## config.mk

```make
export PLATFORM = sky130hd
export DESIGN_NAME = instruction_fetch
export DESIGN_NICKNAME = d
export VERILOG_FILES = /design/src/rtl/instruction_fetch.sv
export SDC_FILE = /design/constraint.sdc
export NUM_CORES = 1
export LEC_CHECK = 0
export CORE_MARGIN = 8
export CORE_UTILIZATION = 48
export CTS_CLUSTER_SIZE = 28
export DETAILED_ROUTE_END_ITERATION = 16
export GPL_TIMING_DRIVEN = 0
export PLACE_DENSITY = 0.82
export SLEW_MARGIN = 20
export SYNTH_ARGS = -nofsm -noshare
export SYNTH_HDL_FRONTEND = slang
export SYNTH_SLANG_ARGS = --single-unit
export TNS_END_PERCENT = 1
```

## constraint.sdc

```tcl
create_clock -name i_clk -period 4.4 [get_ports i_clk]
set_input_delay 1.1 -clock i_clk [delete_from_list [all_inputs] [get_ports i_clk]]
set_output_delay 1.1 -clock i_clk [all_outputs]
set_load 0.05 [all_outputs]
```

## src/rtl/instruction_fetch.sv

```systemverilog
// Single-issue instruction fetch stage. Keeps one word in flight to a one-cycle-latency program
// memory and redirects on rjmp/ijmp with no bubbles. Supports downstream stall and skip-next.
module instruction_fetch (
    input  logic        i_clk,
    input  logic        i_rst_n,
    output logic [15:0] o_pmem_addr,
    input  logic [15:0] i_pmem_data,
    output logic [15:0] o_instr,
    output logic [15:0] o_instr_pc,
    output logic        o_instr_valid,
    input  logic        i_stall,
    input  logic        i_skip,
    input  logic [15:0] i_z
);

    logic [15:0] pc_q;
    logic [15:0] pc_d;
    logic [15:0] fa_q;
    logic [15:0] fa_d;
    logic        fv_q;
    logic        fv_d;
    logic        skip_pending_q;
    logic        skip_pending_d;

    logic        instr_valid_s;
    logic        accept_s;
    logic        squash_s;
    logic        hold_s;
    logic        rjmp_s;
    logic        ijmp_s;
    logic        redirect_s;
    logic [15:0] rjmp_target_s;
    logic [15:0] jump_target_s;
    logic [15:0] fetch_addr_s;

    // Handshake qualification and jump decode of the word currently presented.
    always_comb begin
        instr_valid_s = fv_q & ~skip_pending_q;
        accept_s      = instr_valid_s & ~i_stall;
        squash_s      = fv_q & skip_pending_q;
        hold_s        = instr_valid_s & i_stall;
        rjmp_s        = (i_pmem_data[15:12] == 4'hC);
        ijmp_s        = (i_pmem_data == 16'h9409);
        redirect_s    = accept_s & (rjmp_s | ijmp_s);
        // Relative offset is a signed 12-bit word count from the following address.
        rjmp_target_s = fa_q + 16'd1 + {{4{i_pmem_data[11]}}, i_pmem_data[11:0]};
        if (ijmp_s) begin
            jump_target_s = i_z;
        end else begin
            jump_target_s = rjmp_target_s;
        end
    end

    // Address selection: re-fetch the held word, follow a jump, or continue sequentially.
    always_comb begin
        if (hold_s) begin
            fetch_addr_s = fa_q;
        end else if (redirect_s) begin
            fetch_addr_s = jump_target_s;
        end else begin
            fetch_addr_s = pc_q;
        end
    end

    // Next-state computation for the fetch pointers and the skip tracker.
    always_comb begin
        fa_d = fetch_addr_s;
        pc_d = fetch_addr_s + 16'd1;
        fv_d = 1'b1;
        if (squash_s) begin
            skip_pending_d = 1'b0;
        end else if (accept_s && i_skip) begin
            skip_pending_d = 1'b1;
        end else begin
            skip_pending_d = skip_pending_q;
        end
    end

    // State registers; reset forces an idle pipeline fetching from address zero.
    always_ff @(posedge i_clk or negedge i_rst_n) begin
        if (!i_rst_n) begin
            pc_q           <= 16'h0000;
            fa_q           <= 16'h0000;
            fv_q           <= 1'b0;
            skip_pending_q <= 1'b0;
        end else begin
            pc_q           <= pc_d;
            fa_q           <= fa_d;
            fv_q           <= fv_d;
            skip_pending_q <= skip_pending_d;
        end
    end

    assign o_pmem_addr   = fetch_addr_s;
    assign o_instr       = i_pmem_data;
    assign o_instr_pc    = fa_q;
    assign o_instr_valid = instr_valid_s;

endmodule

```

==> PnR_summary.wiki, run 1 <==
{| class="wikitable"
! Metric !! Value
|-
| Outcome || finished, violations left
|-
| Violations in the final reports || negative setup slack
|-
| Cell area power density || 567.2 nW/µm²
|-
| Count of distinct cell types in the synthesized netlist || 73
|-
| Average vias per placed instance || 5.861
|-
| Die outline width || 92.26 µm
|-
| Clk Latency, worst-skew pair || 0.29 ns
|-
| Static leakage || 1.790 nW
|-
| DR WL/cell || 19.08 µm
|-
| Max Fclk || roughly 220 MHz
|-
| Final count of pins violating max slew || 0
|-
| Hold WC Path Type || reg -> reg
|-
| Post-detailed-placement half-perimeter wirelength || ~6900 µm
|-
| Wire length of the first global-routing pass || 14040 µm
|-
| Clock period minus final worst setup slack || 4.481 ns
|-
| Buffer depth of the longest clock path || 2
|-
| Total cell area at the placement stage || 3741 µm²
|-
| Final total negative setup slack || -0.3298 ns
|-
| Fin area || 4145 µm²
|-
| Number of input and output port buffers inserted || 84
|-
| Worst Skew || 0.006751 ns
|-
| Minimum hold slack || 0.4747 ns
|-
| Site Rows || 27
|-
| Count of clock tree sinks || 34
|-
| Post-Synthesis Mean Instance Area || around 9.1 µm²
|-
| Dominant cell type by area after synthesis || dfrtp_1
|-
| Core occupancy in the finished layout || 0.7437
|-
| Synth top area cells || dfrtp_1, ha_1, buf_4, xnor2_1, nand2_1
|-
| TritonCTS clock tree || built
|-
| Data arrival time at the worst-slack endpoint || 3.38 ns
|-
| Predominant post-synthesis flop cell || dfrtp_1
|-
| Vias in the first global route || 2794
|-
| Signed area change from the synthesized netlist to the final layout || 48.50%
|-
| Critical Path Sink Type || primary output
|-
| DRT Pass-1 Iters || 5
|-
| Post-detailed-route count of antenna-violating nets || 0
|-
| Share of synthesized registers carrying an async set or reset || 1.000
|-
| Initial antenna violation count || 0
|-
| Die footprint || 8512 µm²
|-
| Clock Tree Root || clkbuf_8
|-
| Warnings from Yosys || 0
|-
| CP max-delay cell || clkdlybuf4s50_1
|-
| Max-slew headroom || 0.6447
|-
| Ratio of final minimum period to clock period || 1.019
|-
| Cell-by-cell trace of the critical path || clkdlybuf4s50_1 -> and4bb_1 -> and4_4 -> buf_6 -> o21ai_0 -> a221oi_2 -> a21o_1 -> inv_1 -> clkdlybuf4s15_2
|-
| Tot GR Track Use || 0.2062
|-
| Placeable core area || 5574 µm²
|-
| Pin count of the biggest net entering global routing || 30
|-
| Count of endpoints failing hold in the final timing report || 0
|-
| Yosys top cell area share || 0.3048
|-
| Hold buffers post-CTS || 0
|-
| Most common library cell in the layout ignoring fill and taps || clkdlybuf4s50_1
|-
| Synthesized flop and latch total || 34
|-
| Final setup vio count || 7
|-
| CP bufs+invs || 4
|-
| Peak supply drop || around 0.44 mV
|-
| Total Nets Final || between 400 and 500
|-
| Final routed wirelength across all metal layers || 9329 µm
|-
| Fraction of layout cells with a size suffix above 1 || 0.3165
|-
| DR DRC count || 0
|-
| Critical path's largest stage delay || 0.48 ns
|-
| Startpoint type of the worst setup path || primary input
|-
| Transition time at the pin with the least slew margin || 0.5313 ns
|-
| Number of cells in the design after placement || approximately 470
|-
| Total standard cell area after synthesis || 2791 µm²
|-
| Number of top-level pins || 85
|-
| N_diodes || 0
|-
| Net Count, Synth || 361
|-
| Post-Synthesis Cells || 308
|-
| # H-tree levels || 2
|-
| Required time worst endpoint || 3.30 ns
|-
| CP top delay family || buffers and inverters
|-
| Non-filler cells, final || 489
|-
| Setup repair after global routing missed its margin || yes
|-
| Placer Congestion || 0.8740
|-
| MaxCap Viol Count || 0
|-
| Inserted Clock Buffers || 5
|-
| Count of routing violations after the opening detailed-route iteration || about 250
|-
| Floorplan die height || approximately 92 µm
|-
| Clock Pin Slew Worst Setup and Hold Paths || 0.06 ns
|-
| Sequential cell area fraction in the yosys report || 0.3048
|-
| Worst path setup slack after routing || -0.08146 ns
|-
| EDFF count, synth || 0
|-
| Crit-path max FO || 10
|-
| Overall via count from detail_route || 2866
|-
| Most frequent cells in the layout || clkdlybuf4s50_1, buf_4, dfrtp_1, nand2_1, nor2_1
|-
| Initial core utilization || 0.5008
|-
| Worst setup path class || in -> out
|-
| Sum of overflow across all layers after global routing || 0
|}
flip-flops by register name, summed over array words and instances (netlist names):
name            flops
o_instr_pc         16
pc_q               16
fv_q                1
skip_pending_q      1
synth_stat cells (all sizes together) (3+ instances only):
cell type and count:
xor2 10, a21oi 19, a211oi 3, ha 16, a21o 4, o21ai 18
o22a 3, nand3 10, xnor2 13, and4bb 3, buf 22, inv 17
o211ai 4, nor2b 3, nand2b 11, a31oi 7, dfrtp 34, nor3 10
nand2 26, a2111oi 3, o22ai 3, clkbuf 3, nor2 22, nand4 3
logic make-up after synthesis:
group	Yosys count	share of synthesized area
xor gates and xnor gates	23	0.07216
muxes	2	0.007172
other	1	0.001343
and+or+nand+nor	104	0.2241
AOI/OAI and AO/OA	85	0.2259
buffers and inverters	42	0.08561
DFF	34	0.3048
adders and majority gates	17	0.07889
stage by stage:
stage / worst slack, ns / power [mW]
after CTS: -0.1040 / 2.246
after global routing: -0.1655 / 2.464
final: -0.08146 / 2.351
after global placement: -1.295 / 1.875
after detailed placement: -1.371 / 1.905
after floorplan: -0.1134 / 1.467
routing by layer:
metal | vias to the layer above | track usage | share of wire
li1 | 1313 | - | -
met1 | 1364 | 0.2512 | 0.41
met2 | 158 | 0.3421 | 0.48
met3 | 31 | 0.04401 | 0.078
met4 | 0 | 0.08993 | 0.032
met5 | - | 0 | 0
worst register-to-register path, stage by stage, from the launching register on:
cell and delay [ns]:
dfrtp_1 0.37, inv_1 0.10, ha_4 0.18, fa_2 0.42
nor2b_4 0.15, o2111ai_4 0.16, a31oi_1 0.29, xor2_1 0.27
o21ai_2 0.14, a2111oi_4 0.39, nand4_2 0.20, a2111oi_2 0.34
xor2_1 0.17
report_power, final:
group	switching (mW)	internal, mW
registers	0.0939	0.418
clock network	0.104	0.109
logic	1.02	0.611
total	1.21	1.14
timing repair:
item / CTS / global route
resized for setup: 118 / 43
buffers inserted: 12 / 6
setup endpoints to repair: 16 / 15
pin swaps: 14 / 16
area by class of cell:
| class | count | area, µm² |
|---|---|---|
| clock buffer | 7 | 76.32 |
| inverter | 17 | 66.31 |
| multi-input combinational | 232 | 1952 |
| sequential | 34 | 850.8 |
| timing repair buffer | 103 | 938.4 |
| tap | 72 | 90.09 |
| buffer | 24 | 171.4 |
| fill | 415 | 1429 |
path summary, 6_finish.rpt:
check	startpoint	end	slack (ns)	cells past startpoint
min reg2reg	fv_q	skip_pending_q	0.47	1
max	i_pmem_data[13]	o_pmem_addr[0]	-0.08	9
max reg2reg	o_instr_pc[0]	pc_q[15]	1.14	12
max in group asynchronous	i_rst_n	o_instr_pc[15]	3.38	2
min in group asynchronous	i_rst_n	o_instr_pc[3]	0.64	1
min	fv_q	skip_pending_q	0.47	1
Note: power is estimated with default switching activity, not from simulation.
==> inputs of run 2 (changes only) <==
- CORE_ASPECT_RATIO: default -> 0.8
==> run 2 against run 1 <==
The run still ends with negative setup slack left. Final cell count is 2.0% higher. Non-clock buffer count fell by 1. Wire length is 4.1% higher. Via count increased by 2.2%. Worst hold slack got worse by 0.012 ns. Count of clock-buffer cells in the layout shrank 2. Total power increased by 1.5%.
==> PnR_summary.wiki, run 2 (synthesized netlist as in run 1, its figures left out) <==
{| class="wikitable"
! Metric !! Value
|-
| Max-slew headroom || 0.5921 (-0.05253)
|-
| Violations in the final reports || negative setup slack
|-
| CP top delay family || buffers and inverters
|-
| Layer with the highest usage after global routing || met2
|-
| Fraction of layout cells with a size suffix above 1 || 0.3445 (+0.02795)
|-
| Clk Latency, worst-skew pair || 0.29 ns (about the same)
|-
| Site Rows || 25 (-7.4%)
|-
| Cell area power density || 566.0 nW/µm² (-0.20%)
|-
| CP max-delay cell || clkdlybuf4s50_1
|-
| Post-detailed-placement half-perimeter wirelength || 7133 µm (+4.1%)
|-
| Post-detailed-route count of antenna-violating nets || 0 (unchanged)
|-
| Crit-path max FO || 4 (-6)
|-
| Met2 Use GR || 0.3389 (-0.003172)
|-
| Signed area change from the synthesized netlist to the final layout || 50.96%
|-
| MaxCap Viol Count || 0 (unchanged)
|-
| Static leakage || 1.790 nW (about the same)
|-
| Transition time at the pin with the least slew margin || 0.6054 ns (+0.07407 ns)
|-
| Minimum hold slack || 0.4627 ns (-0.01199 ns)
|-
| Number of top-level pins || 85 (unchanged)
|-
| Vias in the first global route || 2855 (+2.2%)
|-
| Non-filler cells, final || 499 (+2.0%)
|-
| Die outline width || 101.3 µm (+9.8%)
|-
| Initial core utilization || 0.4850 (-0.01579)
|-
| Setup repair after global routing missed its margin || yes
|-
| Inserted Clock Buffers || 5 (unchanged)
|-
| Placeable core area || 5756 µm² (+3.3%)
|-
| Total cell area at the placement stage || 3752 µm² (+0.30%)
|-
| Worst Skew || 0.009326 ns (+0.002574 ns)
|-
| DR DRC count || 0 (unchanged)
|-
| Number of input and output port buffers inserted || 84 (unchanged)
|-
| CP bufs+invs || 3 (-1)
|-
| N_diodes || 0 (unchanged)
|-
| Number of cells in the design after placement || 474 (+1.9%)
|-
| Wire length of the first global-routing pass || 14590 µm (+3.9%)
|-
| Tot GR Track Use || 0.2153 (+0.009112)
|-
| Data arrival time at the worst-slack endpoint || 3.32 ns (-0.06 ns)
|-
| Worst setup path class || in -> out
|-
| Count of routing violations after the opening detailed-route iteration || 349 (+42%)
|-
| Final total negative setup slack || -0.02982 ns (+0.3000 ns)
|-
| Clock period minus final worst setup slack || 4.417 ns (-0.06410 ns)
|-
| Worst path setup slack after routing || -0.01736 ns (+0.06410 ns)
|-
| Floorplan die height || 84.21 µm (-8.7%)
|-
| Max Fclk || 226.4 MHz (+1.5%)
|-
| Final routed wirelength across all metal layers || 9708 µm (+4.1%)
|-
| Cell-by-cell trace of the critical path || clkdlybuf4s50_1 -> and4bb_2 -> nand4_2 -> o311ai_2 -> nand2_1 -> o211ai_1 -> inv_1 -> clkdlybuf4s15_2
|-
| Initial antenna violation count || 0 (unchanged)
|-
| Die footprint || 8527 µm² (+0.18%)
|-
| Buffer depth of the longest clock path || 2 (unchanged)
|-
| Total Nets Final || 470 (unchanged)
|-
| Layout filler cell count || 431 (+3.9%)
|-
| Storage cell area || 850.8 µm² (unchanged)
|-
| Global Route met1 Usage || 0.2927 (+0.04144)
|-
| Critical path's largest stage delay || 0.45 ns (-0.03 ns)
|-
| Area taken by multi-input logic gates || 2021 µm² (+3.5%)
|-
| Clock Pin Slew Worst Setup and Hold Paths || 0.08 ns (+0.02 ns)
|-
| Count of clock tree sinks || 34 (unchanged)
|-
| Core occupancy in the finished layout || 0.7322 (-0.01148)
|-
| DRT Pass-1 Iters || 5 (unchanged)
|-
| Required time worst endpoint || 3.30 ns (about the same)
|-
| Outcome || finished, violations left
|-
| Average vias per placed instance || 5.868 (+0.12%)
|-
| Pin count of the biggest net entering global routing || 34 (+13%)
|-
| Met3 usage || 0.04380 (-0.0002081)
|-
| Hold WC Path Type || reg -> reg
|-
| Placer Congestion || 0.9292 (+6.3%)
|-
| Fin area || 4214 µm² (+1.7%)
|-
| Most common library cell in the layout ignoring fill and taps || clkdlybuf4s50_1
|-
| Final setup vio count || 3 (-4)
|-
| Ratio of final minimum period to clock period || 1.004 (-0.01457)
|-
| Overall via count from detail_route || 2928 (+2.2%)
|-
| TritonCTS clock tree || built
|-
| Sum of overflow across all layers after global routing || 0 (unchanged)
|-
| # H-tree levels || 2 (unchanged)
|-
| DR WL/cell || 19.45 µm (+2.0%)
|-
| Critical Path Sink Type || primary output
|-
| Startpoint type of the worst setup path || primary input
|-
| Count of endpoints failing hold in the final timing report || 0 (unchanged)
|-
| Final count of pins violating max slew || 0 (unchanged)
|-
| Peak supply drop || 0.4298 mV (-2.9%)
|-
| Clock Tree Root || clkbuf_8
|-
| Most frequent cells in the layout || clkdlybuf4s50_1, buf_4, dfrtp_1, nand2_1, nor2_1
|}
## run 2: changes by cell type in the layout (fill, tap and decap cells not counted), moves of 3 or more
cell / previous run / this run
dlygate4sd2_1: 7 / 4
o21ai_0: 11 / 8
buf_2: 7 / 11
o21ai_1: 3 / 6
clkbuf_1: 4 / 1
## run 2: area by class of cell
class,count,share of cell area
buffer,23,0.03979
timing repair buffer,103,0.2182
inverter,17,0.01514
tap,81,0.02405
multi-input combinational,233,0.4795
sequential,34,0.2019
clock buffer,5,0.01633
clock inverter,3,0.005048
## run 2: per-layer routing
layer / wire (µm) / part of all wire
met1: 4126 / 0.43
met2: 4416 / 0.45
met3: 989 / 0.10
met4: 176 / 0.018
met5: 0 / 0
## run 2: worst paths after layout
path,startpoint,endpoint,slack (ns),cells after the start
max,i_pmem_data[14],o_pmem_addr[5],-0.02,8
min,fv_q,skip_pending_q,0.46,1
max reg2reg,o_instr_pc[0],pc_q[15],1.14,12
min reg2reg,fv_q,skip_pending_q,0.46,1
max in group asynchronous,i_rst_n,pc_q[3],3.43,2
min in group asynchronous,i_rst_n,o_instr_pc[13],0.60,1
## run 2: report_power, final
part | internal [mW] | total (mW) | switching [mW]
Clock | 0.111 | 0.230 | 0.119
Combinational | 0.614 | 1.64 | 1.03
Sequential | 0.418 | 0.516 | 0.0980
Total | 1.14 | 2.39 | 1.24
## run 2: through the flow
step	worst slack (ns)	total power, mW
floorplan	-0.1134	1.467
CTS	-0.05475	2.331
detailed placement	-1.391	1.918
finish	-0.01736	2.385
global placement	-1.335	1.883
global route	-0.1270	2.498
## run 2: repair_timing
action,in CTS,in global routing
gates resized for setup,143,32
hold buffers,0,0
buffers inserted,15,3
endpoints found under the setup margin,16,14
pin swaps,18,12
cloned,0,1
